File: src/rtl/mult_seq_32.sv
// Iterative shift-add multiplier, 32x32 -> 64, signed or unsigned.
// One bit per RUN cycle, then a sign-fix pass before the result is published.
module mult_seq_32 #(
  parameter int N = 32
) (
  input  logic         CLK,
  input  logic         RST,
  input  logic         START,
  input  logic         SIGNED,
  input  logic [N-1:0] A,
  input  logic [N-1:0] B,
  output logic         BUSY,
  output logic         DONE,
  output logic [N-1:0] HI,
  output logic [N-1:0] LO
);

  localparam int CW = $clog2(N);

  typedef enum logic [1:0] {
    IDLE,
    RUN,
    FIX,
    FIN
  } state_t;

  state_t state_q, state_d;

  logic [N-1:0]   mcand_q, mcand_d;
  logic [N-1:0]   mplier_q, mplier_d;
  logic [2*N-1:0] acc_q, acc_d;
  logic [CW-1:0]  cnt_q, cnt_d;
  logic           neg_q, neg_d;
  logic           done_q, done_d;
  logic [N-1:0]   hi_q, hi_d;
  logic [N-1:0]   lo_q, lo_d;

  logic           accept;
  logic [N-1:0]   a_mag;
  logic [N-1:0]   b_mag;
  logic [2*N-1:0] addend;

  // The DONE cycle acts as a cooldown so held START leaves one idle cycle.
  assign accept = (state_q == IDLE) && START && !done_q;

  assign a_mag  = (SIGNED && A[N-1]) ? (N'(0) - A) : A;
  assign b_mag  = (SIGNED && B[N-1]) ? (N'(0) - B) : B;
  assign addend = {{N{1'b0}}, mcand_q} << cnt_q;

  always_ff @(posedge CLK or posedge RST) begin
    if (RST) begin
      state_q <= IDLE;
    end else begin
      state_q <= state_d;
    end
  end

  always_comb begin
    state_d = state_q;
    unique case (state_q)
      IDLE: if (accept) state_d = RUN;
      RUN:  if (cnt_q == CW'(N - 1)) state_d = FIX;
      FIX:  state_d = FIN;
      FIN:  state_d = IDLE;
      default: state_d = IDLE;
    endcase
  end

  always_comb begin
    mcand_d  = mcand_q;
    mplier_d = mplier_q;
    acc_d    = acc_q;
    cnt_d    = cnt_q;
    neg_d    = neg_q;
    done_d   = 1'b0;
    hi_d     = hi_q;
    lo_d     = lo_q;
    unique case (state_q)
      IDLE: begin
        if (accept) begin
          mcand_d  = a_mag;
          mplier_d = b_mag;
          neg_d    = SIGNED & (A[N-1] ^ B[N-1]);
          acc_d    = '0;
          cnt_d    = '0;
        end
      end
      RUN: begin
        if (mplier_q[0]) acc_d = acc_q + addend;
        mplier_d = mplier_q >> 1;
        cnt_d    = cnt_q + CW'(1);
      end
      FIX: begin
        if (neg_q) acc_d = (2*N)'(0) - acc_q;
      end
      FIN: begin
        done_d = 1'b1;
        hi_d   = acc_q[2*N-1:N];
        lo_d   = acc_q[N-1:0];
      end
      default: ;
    endcase
  end

  always_ff @(posedge CLK or posedge RST) begin
    if (RST) begin
      mcand_q  <= '0;
      mplier_q <= '0;
      acc_q    <= '0;
      cnt_q    <= '0;
      neg_q    <= 1'b0;
      done_q   <= 1'b0;
      hi_q     <= '0;
      lo_q     <= '0;
    end else begin
      mcand_q  <= mcand_d;
      mplier_q <= mplier_d;
      acc_q    <= acc_d;
      cnt_q    <= cnt_d;
      neg_q    <= neg_d;
      done_q   <= done_d;
      hi_q     <= hi_d;
      lo_q     <= lo_d;
    end
  end

  always_comb begin
    BUSY = (state_q != IDLE);
    DONE = done_q;
    HI   = hi_q;
    LO   = lo_q;
  end

endmodule

File: config.mk
export PLATFORM = sky130hd
export DESIGN_NAME = mult_seq_32
export DESIGN_NICKNAME = d
export VERILOG_FILES = /design/src/rtl/mult_seq_32.sv
export SDC_FILE = /design/constraint.sdc
export NUM_CORES = 1
export LEC_CHECK = 0
export ABC_AREA = 1
export CAP_MARGIN = 40
export CORE_MARGIN = 5
export CORE_UTILIZATION = 29
export CTS_BUF_LIST = sky130_fd_sc_hd__clkbuf_8
export DETAILED_ROUTE_END_ITERATION = 10
export SETUP_SLACK_MARGIN = 0.1
export SLEW_MARGIN = 20
export SYNTH_ARGS = -nofsm -noshare
export SYNTH_HDL_FRONTEND = slang
export SYNTH_SLANG_ARGS = --single-unit
File: constraint.sdc
create_clock -name CLK -period 8.2 [get_ports CLK]
set_clock_uncertainty 0.05 [all_clocks]
set_input_delay 2.46 -clock CLK [delete_from_list [all_inputs] [get_ports CLK]]
set_output_delay 2.46 -clock CLK [all_outputs]
set_load 0.1 [all_outputs]
==> run summary, run 1 <==
fmax: 197.5 MHz
vias in the first global route: 20,480
routed len/inst: 16.96 um
Die Y: 269.3 um
CP required: 8.69 ns
Worst EP arrival: 5.55 ns
CP most frequent cell: inv_2
worst relative slew slack: 42.82%
Total Power: 0.01055 W
worst hold path class: reg2reg
Core Rows: 95
CP Capture Point: acc_q[0]
Worst setup EP type: register
Seq/Total Area, Yosys: 25.79%
Max rail drop VDD: 559.0 uV
# DRC: 0
YS warnings: 0
# IOs: 134
crit-path cells: clkdlybuf4s50_1, nand2_1, nor2_4, nor2_1, inv_2, and2_1, buf_4, inv_2, nor2_8, buf_12, nand3_1, o21ai_0
I/O Buffers: 133
Final setup viols: 0
status: completed
Synth Area in Compound Gates: 13.35%
top cells by area, synth: dfrtp_1, nand2_1, inv_1
Yosys cell types: 50
H-tree depth: 1
Cells after Synth: 3,405
commonest non-fill, non-tap cell in the layout: nand2_1
WS Path Type: in2reg
Crit Reg-Reg Startpoint: cnt_q[1]
minimum clock period: 5.062 ns
1st-iter DRT viols: 1,742
post-synthesis mux area share: 0.8341%
largest net degree at the start of global routing: 90
RSZ-0062 raised after global routing: false
Overflow after GRT: 0
area leader, netlist: dfrtp_1
Layout Area Growth over Synthesis: 20.57%
Seq cells post-synth: 201
simple-gate portion of the synthesized area: 41.14%
critical path's slowest cell: clkdlybuf4s50_1
Mapped Area: 19,500 sq um
Worst Reg-to-Reg Cells: 18
worst setup path start: START
clk buf depth: 3
leakage: 12.28 nW
Num CTS Buffers: 31
pwr/cell area: 448.6 nW/um^2
Final Util: 35.13%
M2 GR Usage: 33.13%
Worst Max-Slew Pin Slew: 0.8512 ns
Avg Cell Area, Syn: 5.727 sq um
adder-cell area share of the yosys netlist: 4.722%
Total Routing Usage GR: 20.05%
total inserted antenna cells: 0
setup_tns: 0 ns
first-pass GRT wire length: 117,000 um
Worst Setup Start Kind: primary input
period utilization: 61.74%
hold buffers post-CTS: 0
Hold Violations, Final: 0
die width: 269.3 um
Reg2Reg Setup Slack: 3.49 ns
post_cts resized: 0
Die Footprint: 72,530 sq um
M1 GR Usage: 26.49%
core area: 66,920 sq um
drt via density: 4.906
CTS tree: done
layer with the highest usage: met2
RePlAce Congestion: 1.021
post-CTS setup buffers: 0
max_cap viols: 0
XOR/XNOR Fraction of Synth Area: 1.842%
CTS root buffer: clkbuf_8
Crit Path Max Fanout: 46
most frequent cells in the layout: nand2_1, inv_1, nor2_1, o21ai_0, nand3_1
Final Routed Wirelength: 75,440 um
drt pass-1 iters: 6
max-slew violation count: 0
Worst R2R End: acc_q[29]
initial core utilization: 29.14%
initial antenna violation count: 0
via count: 21,830
Layout Nets: 3,696
share of cells above drive strength 1: 5.453%
Async SR Flop Fraction: 100.0%
GR Layer Usage met3: 2.045%
Clock transition at path regs: 0.07 ns
Synthesized Nets: 3,546
Critical Path Max Stage Delay: 0.47 ns
Setup WS pre-CTS: 2.555 ns
clk_lat worst skew: 0.65 ns
clk sinks: 201
Post-synth EDFFs: 0
Setup WS post-layout: 3.138 ns
top-area cell type share of the netlist area: 25.79%
Post-DRT Antenna Nets: 0
Detail Placement HPWL: 61,420 um
Main synth FF type: dfrtp_1
main combinational cell family by area after synthesis: simple AND/OR/NAND/NOR gates
## stage by stage
stage	cell area [sq um]	std cells	hold slack (ns)
after global routing	23510	4449	0.4612
after floorplan	19500	3405	0.3938
after CTS	23410	4445	0.4356
final	23510	4449	0.4322
after detailed placement	22760	4391	0.4168
after global placement	21620	4322	0.4142
## cells by family after synthesis
kind of cell,count (synthesis)
adder cells (fa/ha/maj),73
XOR/XNOR,41
multiplexers,16
AO/OA/AOI/OAI,494
AND/OR/NAND/NOR,1954
flip-flops,201
buffers and inverters,626
## power by group
part | leakage, nW | total (W) | switching, W | internal [W]
logic | 9.39 | 0.00783 | 0.00546 | 0.00237
registers | 2.53 | 0.00180 | 0.000369 | 0.00143
clock network | 0.363 | 0.000920 | 0.000438 | 0.000482
total | 12.3 | 0.0105 | 0.00627 | 0.00428
## final cells by class
| cell class | instances | area (sq um) |
|---|---|---|
| timing repair buffer | 222 | 2690 |
| fill | 7382 | 43410 |
| clock inverter | 16 | 131.4 |
| tap | 873 | 1092 |
| inverter | 521 | 1963 |
| clock buffer | 38 | 523.0 |
| sequential | 201 | 5030 |
| multi-input combinational | 2578 | 12080 |
## Yosys cell counts (3+ instances only)
master    number
clkinv_1       4
o21bai_1       3
o22ai_1        9
or2_2          9
and2_1         3
o211ai_1       7
o221ai_1      11
nand3_1      224
nor3_1        39
nor2_2         8
nor2_1       385
buf_4          7
o31ai_1        5
buf_2         22
o21ai_1       43
nand2_2        3
xor2_1        28
o21ai_0      233
inv_2         14
mux2i_1       14
a21oi_1      164
dfrtp_1      201
nor4_1        12
xnor2_1       13
nand4_1       32
a31oi_1       11
clkbuf_1      55
ha_1          72
nand3b_1       8
buf_1         21
nor2_4         8
nand2_1     1212
inv_1        503
## worst max-delay path, delay by kind of cell
kind | cells | cell delay (ns)
buffers and inverters | 5 | 1.70
AOI/OAI and AO/OA | 1 | 0.08
and+or+nand+nor | 6 | 1.26
## layer usage
layer	part of all wire, %	vias up
li1	-	11040
met1	44	9915
met2	45	713
met3	6.1	166
met4	5.4	0
met5	0	-
## flip-flops by register name (all words and copies together), names as in the netlist
signal / flops
acc_q: 64
HI: 32
LO: 32
mcand_q: 32
mplier_q: 32
cnt_q: 5
state_q: 2
DONE: 1
neg_q: 1
## how the worst min path moves through the flow
stage / start / to / slack (ns) / cells after the start
2_1_floorplan: mplier_q[29] / mplier_q[29] / 0.39 / 2
5_1_grt: mplier_q[23] / mplier_q[23] / 0.46 / 2
3_5_place_dp: mplier_q[30] / mplier_q[30] / 0.42 / 2
3_3_place_gp: mplier_q[28] / mplier_q[28] / 0.41 / 2
4_1_cts: mplier_q[30] / mplier_q[30] / 0.44 / 2
6_report: mplier_q[17] / mplier_q[17] / 0.43 / 2
(Power assumes the default switching activity.)
==> run 2, diff against run 1 <==
==> constraint.sdc (replaced) <==
create_clock -name CLK -period 4.5 [get_ports CLK]
set_clock_uncertainty 0.05 [all_clocks]
set_input_delay 1.35 -clock CLK [delete_from_list [all_inputs] [get_ports CLK]]
set_output_delay 1.35 -clock CLK [all_outputs]
set_load 0.1 [all_outputs]
==> run summary, run 2 (synthesis gave the netlist of run 1 again) <==
Detail Placement HPWL: 65,130 um (+6.0%)
Reg2Reg Setup Slack: 0.36 ns (-3.13 ns)
via count: 22,080 (+1.2%)
H-tree depth: 2 (+1)
Total Routing Usage GR: 21.53% (+1.5 points)
first-pass GRT wire length: 124,500 um (+6.4%)
WS Path Type: reg2reg
Logic pwr share: 74.1% (about the same)
M1 GR Usage: 28.21% (+1.7 points)
I/O Buffers: 133 (unchanged)
Num CTS Buffers: 39 (+26%)
Worst EP arrival: 4.60 ns (-0.95 ns)
minimum clock period: 4.140 ns
Worst setup EP type: register
Clk pwr share: 9.6% (+0.9 points)
Flop pwr share: 16.3% (-0.7 points)
share of cells above drive strength 1: 6.217% (+0.76 points)
clk sinks: 201 (unchanged)
worst relative slew slack: 46.46% (+3.6 points)
status: completed
Setup WS post-layout: 0.3602 ns (-2.778 ns)
CP required: 4.96 ns (-3.73 ns)
most frequent cells in the layout: nand2_1, inv_1, nor2_1, o21ai_0, nand3_1
Worst Setup Start Kind: register
post-route insts no fill: 4,476 (+0.61%)
initial core utilization: 29.14% (unchanged)
WHS Path Cells: 2 (unchanged)
Overflow after GRT: 0 (unchanged)
Setup WS pre-CTS: 0.3137 ns (-2.242 ns)
Final Routed Wirelength: 80,730 um (+7.0%)
vias in the first global route: 20,990 (+2.5%)
CTS tree: done
Die Y: 269.3 um (unchanged)
max-slew violation count: 0 (unchanged)
die width: 269.3 um (unchanged)
# DRC: 0 (unchanged)
leakage: 12.46 nW (+1.5%)
max_cap viols: 0 (unchanged)
Worst Max-Slew Pin Slew: 0.8031 ns (-0.04810 ns)
hold buffers post-CTS: 0 (unchanged)
Layout Nets: 3,721 (+0.68%)
clk buf depth: 3 (unchanged)
Final setup viols: 0 (unchanged)
RSZ-0062 raised after global routing: true
GR Layer Usage met3: 2.809% (+0.76 points)
Worst Reg-to-Reg Cells: 22 (+4)
Layout Area Growth over Synthesis: 22.34%
CTS root buffer: clkbuf_8
1st-iter DRT viols: 2,084 (+20%)
Largest register FFs: 64 (unchanged)
largest net degree at the start of global routing: 83 (-7.8%)
clk_lat worst skew: 0.58 ns (-0.07 ns)
period utilization: 92.00%
drt pass-1 iters: 6 (unchanged)
drt via density: 4.934 (+0.55%)
Reg with most FFs: acc_q
worst hold path class: reg2reg
core area: 66,920 sq um (unchanged)
Crit Path Max Fanout: 41 (-11%)
total inserted antenna cells: 0 (unchanged)
RePlAce Congestion: 1.039 (+1.7%)
routed len/inst: 18.04 um (+6.4%)
post-CTS setup buffers: 0 (unchanged)
layer with the highest usage: met2
commonest non-fill, non-tap cell in the layout: nand2_1
fmax: 241.6 MHz
pwr/cell area: 836.3 nW/um^2 (+86%)
Max rail drop VDD: 775.7 uV (+39%)
Inst Count DP: 4,410 (+0.43%)
Sw Pwr: 0.01180 W (+88%)
Clock transition at path regs: 0.06 ns (about the same)
# IOs: 134 (unchanged)
M2 GR Usage: 35.03% (+1.9 points)
Post-DRT Antenna Nets: 0 (unchanged)
setup_tns: 0 ns (unchanged)
switching share of total power: 59.16% (-0.28 points)
initial antenna violation count: 1 (+1)
Die Footprint: 72,530 sq um (unchanged)
Hold Violations, Final: 0 (unchanged)
Core Rows: 95 (unchanged)
P_int: 0.008148 W (+90%)
-- run 2: worst max-delay path, cell delays in order, from the launching register on --
cell	delay (ns)
dfrtp_1	0.41
buf_6	0.21
nand2_1	0.08
nand2_1	0.06
nand2_1	0.05
o21ai_0	0.11
nand2_1	0.09
nand2_1	0.11
o21ai_0	0.52
o21ai_1	0.25
ha_1	0.43
nand2_1	0.12
nor2_1	0.22
nand2_1	0.15
nor2_1	0.11
nand2_1	0.06
nand3_1	0.28
nand3_1	0.15
nand3b_1	0.11
nand3_1	0.25
nand2_1	0.14
nand2_1	0.05
nand2_1	0.07
-- run 2: final timing paths --
check,from,to
max reg2reg,cnt_q[0],acc_q[38]
min reg2reg,mplier_q[20],mplier_q[20]
max in group asynchronous,RST,mplier_q[12]
max,cnt_q[0],acc_q[38]
min in group asynchronous,RST,LO[13]
min,mplier_q[20],mplier_q[20]
-- run 2: cell type report --
type	count	area, sq um
timing repair buffer	239	2917
tap	873	1092
sequential	201	5030
inverter	521	1962
multi-input combinational	2578	12090
clock inverter	18	136.4
clock buffer	46	633.1
fill	7323	43060
-- run 2: timing repair --
action	in CTS	in global routing
endpoints found under the setup margin	0	21
resized for setup	0	13
endpoints found under the hold margin	0	0
-- run 2: metrics by stage --
step	power [W]	utilization [%]	hold slack, ns	area, sq um
2_1_floorplan	0.01232	-	0.3938	19500
3_3_place_gp	0.01640	32.61	0.4120	21820
3_5_place_dp	0.01772	34.42	0.4173	23040
4_1_cts	0.01972	35.57	0.4322	23810
5_1_grt	0.02133	35.65	0.4581	23860
6_report	0.01995	35.65	0.4250	23860
-- run 2: power groups by stage --
stage          clock network (W)  registers, W  logic [W]
2_1_floorplan                  0       0.00526    0.00707
3_3_place_gp                   0       0.00326     0.0131
3_5_place_dp                   0       0.00326     0.0145
4_1_cts                  0.00195       0.00324     0.0145
5_1_grt                  0.00203       0.00335     0.0159
6_report                 0.00192       0.00326     0.0148
-- run 2: layer usage --
| layer | vias to the layer above | wire length [um] |
|---|---|---|
| li1 | 11080 | - |
| met1 | 9999 | 34790 |
| met2 | 798 | 35980 |
| met3 | 205 | 5150 |
| met4 | 2 | 4806 |
| met5 | - | 13 |
==> run 3, diff against run 2 <==
--- a/config.mk
+++ b/config.mk
@@ -6,7 +6,6 @@
 export NUM_CORES = 1
 export LEC_CHECK = 0
 export ABC_AREA = 1
-export CAP_MARGIN = 40
 export CORE_MARGIN = 5
 export CORE_UTILIZATION = 29
 export CTS_BUF_LIST = sky130_fd_sc_hd__clkbuf_8
==> constraint.sdc (replaced) <==
create_clock -name CLK -period 3.55 [get_ports CLK]
set_clock_uncertainty 0.05 [all_clocks]
set_input_delay 1.065 -clock CLK [delete_from_list [all_inputs] [get_ports CLK]]
set_output_delay 1.065 -clock CLK [all_outputs]
set_load 0.1 [all_outputs]
==> run summary, run 3 (synthesis gave the netlist of run 1 again) <==
total inserted antenna cells: 0 (unchanged)
clk_lat worst skew: 0.61 ns (+0.03 ns)
clk sinks: 201 (unchanged)
max-slew violation count: 0 (unchanged)
Worst Min Path Start: mplier_q[13]
worst relative slew slack: 53.88% (+7.4 points)
Hold Violations, Final: 0 (unchanged)
delay-heaviest family, CP: simple AND/OR/NAND/NOR gates
WS Path Type: reg2reg
Core Rows: 95 (unchanged)
H-tree depth: 2 (unchanged)
post-route insts no fill: 4,695 (+4.9%)
Die Y: 269.3 um (unchanged)
post-route cell area: 26,780 sq um (+12%)
setup_tns: -0.2487 ns (-0.2487 ns)
Overflow after GRT: 0 (unchanged)
Detail Placement HPWL: 66,930 um (+2.8%)
# IOs: 134 (unchanged)
RSZ-0062 raised after global routing: true
die width: 269.3 um (unchanged)
Worst setup EP type: register
status: finished with violations
# DRC: 0 (unchanged)
I/O Buffers: 133 (unchanged)
Reg area: 5034 sq um (about the same)
initial core utilization: 29.14% (unchanged)
worst setup path start: cnt_q[0]
drt via density: 4.908 (-0.52%)
final hold slack: 0.4258 ns (+0.0007760 ns)
placed inst area: 23,760 sq um (+3.2%)
Setup WS post-layout: -0.06536 ns (-0.4255 ns)
Crit Path Max Fanout: 8 (-80%)
Post-DRT Antenna Nets: 0 (unchanged)
Die Footprint: 72,530 sq um (unchanged)
Clock transition at path regs: 0.06 ns (about the same)
Reg with most FFs: acc_q
period utilization: 101.8% (+9.8 points)
Buf+Inv Stages, Crit Path: 7 (+6)
leakage: 13.62 nW (+9.4%)
routed len/inst: 17.87 um (-0.94%)
RePlAce Congestion: 1.005 (-3.2%)
hold buffers post-CTS: 0 (unchanged)
Layout Nets: 3,935 (+5.8%)
first-pass GRT wire length: 127,700 um (+2.6%)
initial antenna violation count: 1 (unchanged)
Worst EP arrival: 4.06 ns (-0.54 ns)
worst hold path class: reg2reg
Layout Area Growth over Synthesis: 37.33%
Final setup viols: 7 (+7)
Critical Path Max Stage Delay: 0.60 ns (+0.08 ns)
CP required: 3.99 ns (-0.97 ns)
Inst Count DP: 4,605 (+4.4%)
1st-iter DRT viols: 1,812 (-13%)
core area: 66,920 sq um (unchanged)
Multi-input gate area: 13,970 sq um (+16%)
Num CTS Buffers: 39 (unchanged)
CTS tree: done
Largest register FFs: 64 (unchanged)
drt pass-1 iters: 6 (unchanged)
FILL cells: 7,237 (-1.2%)
Final Routed Wirelength: 83,880 um (+3.9%)
fmax: 276.6 MHz (+15%)
share of cells above drive strength 1: 22.58% (+16 points)
Worst Setup Start Kind: register
pwr/cell area: 1074 nW/um^2 (+28%)
failing checks: setup timing
Max rail drop VDD: 1029 uV (+33%)
vias in the first global route: 21,870 (+4.2%)
Crit Reg-Reg Startpoint: cnt_q[0]
Total Routing Usage GR: 22.15% (+0.62 points)
max_cap viols: 0 (unchanged)
via count: 23,040 (+4.3%)
CP most frequent cell: nand2_1
largest net degree at the start of global routing: 79 (-4.8%)
clk buf depth: 3 (unchanged)
most frequent cells in the layout: nand2_1, inv_1, buf_4, nor2_1, dfrtp_1
minimum clock period: 3.615 ns (-0.5245 ns)
commonest non-fill, non-tap cell in the layout: nand2_1
Worst Max-Slew Pin Slew: 0.6892 ns (-0.1139 ns)
CTS root buffer: clkbuf_8
critical path's slowest cell: dfrtp_4
## run 3: layer usage
layer / wire, um / part of all wire (%) / GRT usage, %
met5: 20 / 0.024 / 0
met4: 4140 / 4.9 / 8.915
met3: 5417 / 6.5 / 2.916
met2: 38300 / 46 / 36.85
met1: 36010 / 43 / 29.22
## run 3: cell type report
class                      instances  share of cell area (%)
clock buffer                      44                   2.261
multi-input combinational       2578                   52.17
inverter                         521                   7.363
timing repair inverter             1                 0.03271
sequential                       201                   18.80
clock inverter                    25                  0.9718
timing repair buffer             452                   14.33
tap                              873                   4.079
## run 3: timing repair
action                                  4_1_cts  5_1_grt
buffers inserted                              9        6
gates cloned                                  1        5
endpoints found under the setup margin       54       58
pin swaps                                    29       23
hold endpoints to repair                      0        0
resized for setup                           250      283
## run 3: path summary, 6_finish.rpt
path                           endpoint  slack (ns)  depth (start not counted)
max in group asynchronous  mplier_q[14]        1.97                          4
hold / removal             mplier_q[13]        0.43                          2
min in group asynchronous        LO[17]        0.82                          3
hold reg to reg            mplier_q[13]        0.43                          2
setup reg to reg              acc_q[44]       -0.07                         28
setup / recovery              acc_q[44]       -0.07                         28
## run 3: metrics by stage
stage | total power (W) | setup slack, ns | utilization, %
floorplan | 0.01562 | -0.1673 | -
global placement | 0.02287 | -0.3587 | 35.51
detailed placement | 0.02293 | -0.3606 | 35.51
CTS | 0.02671 | 0.02039 | 38.06
global route | 0.03061 | -0.2416 | 40.02
finish | 0.02877 | -0.06536 | 40.02
## run 3: worst reg2reg max path, delay by kind of cell, from the launching register on
family / cells / cell delay [ns]
adder cells (fa/ha/maj): 1 / 0.31
AO/OA/AOI/OAI: 4 / 0.44
flip-flops: 1 / 0.60
AND/OR/NAND/NOR: 16 / 1.27
buffers and inverters: 7 / 0.84
## run 3: report_power, final
part | total, W | internal [W] | leakage [nW] | switching [W]
Sequential | 0.00426 | 0.00330 | 2.53 | 0.000954
Combinational | 0.0218 | 0.00736 | 10.6 | 0.0144
Clock | 0.00270 | 0.00152 | 0.476 | 0.00118
Total | 0.0288 | 0.0122 | 13.6 | 0.0166
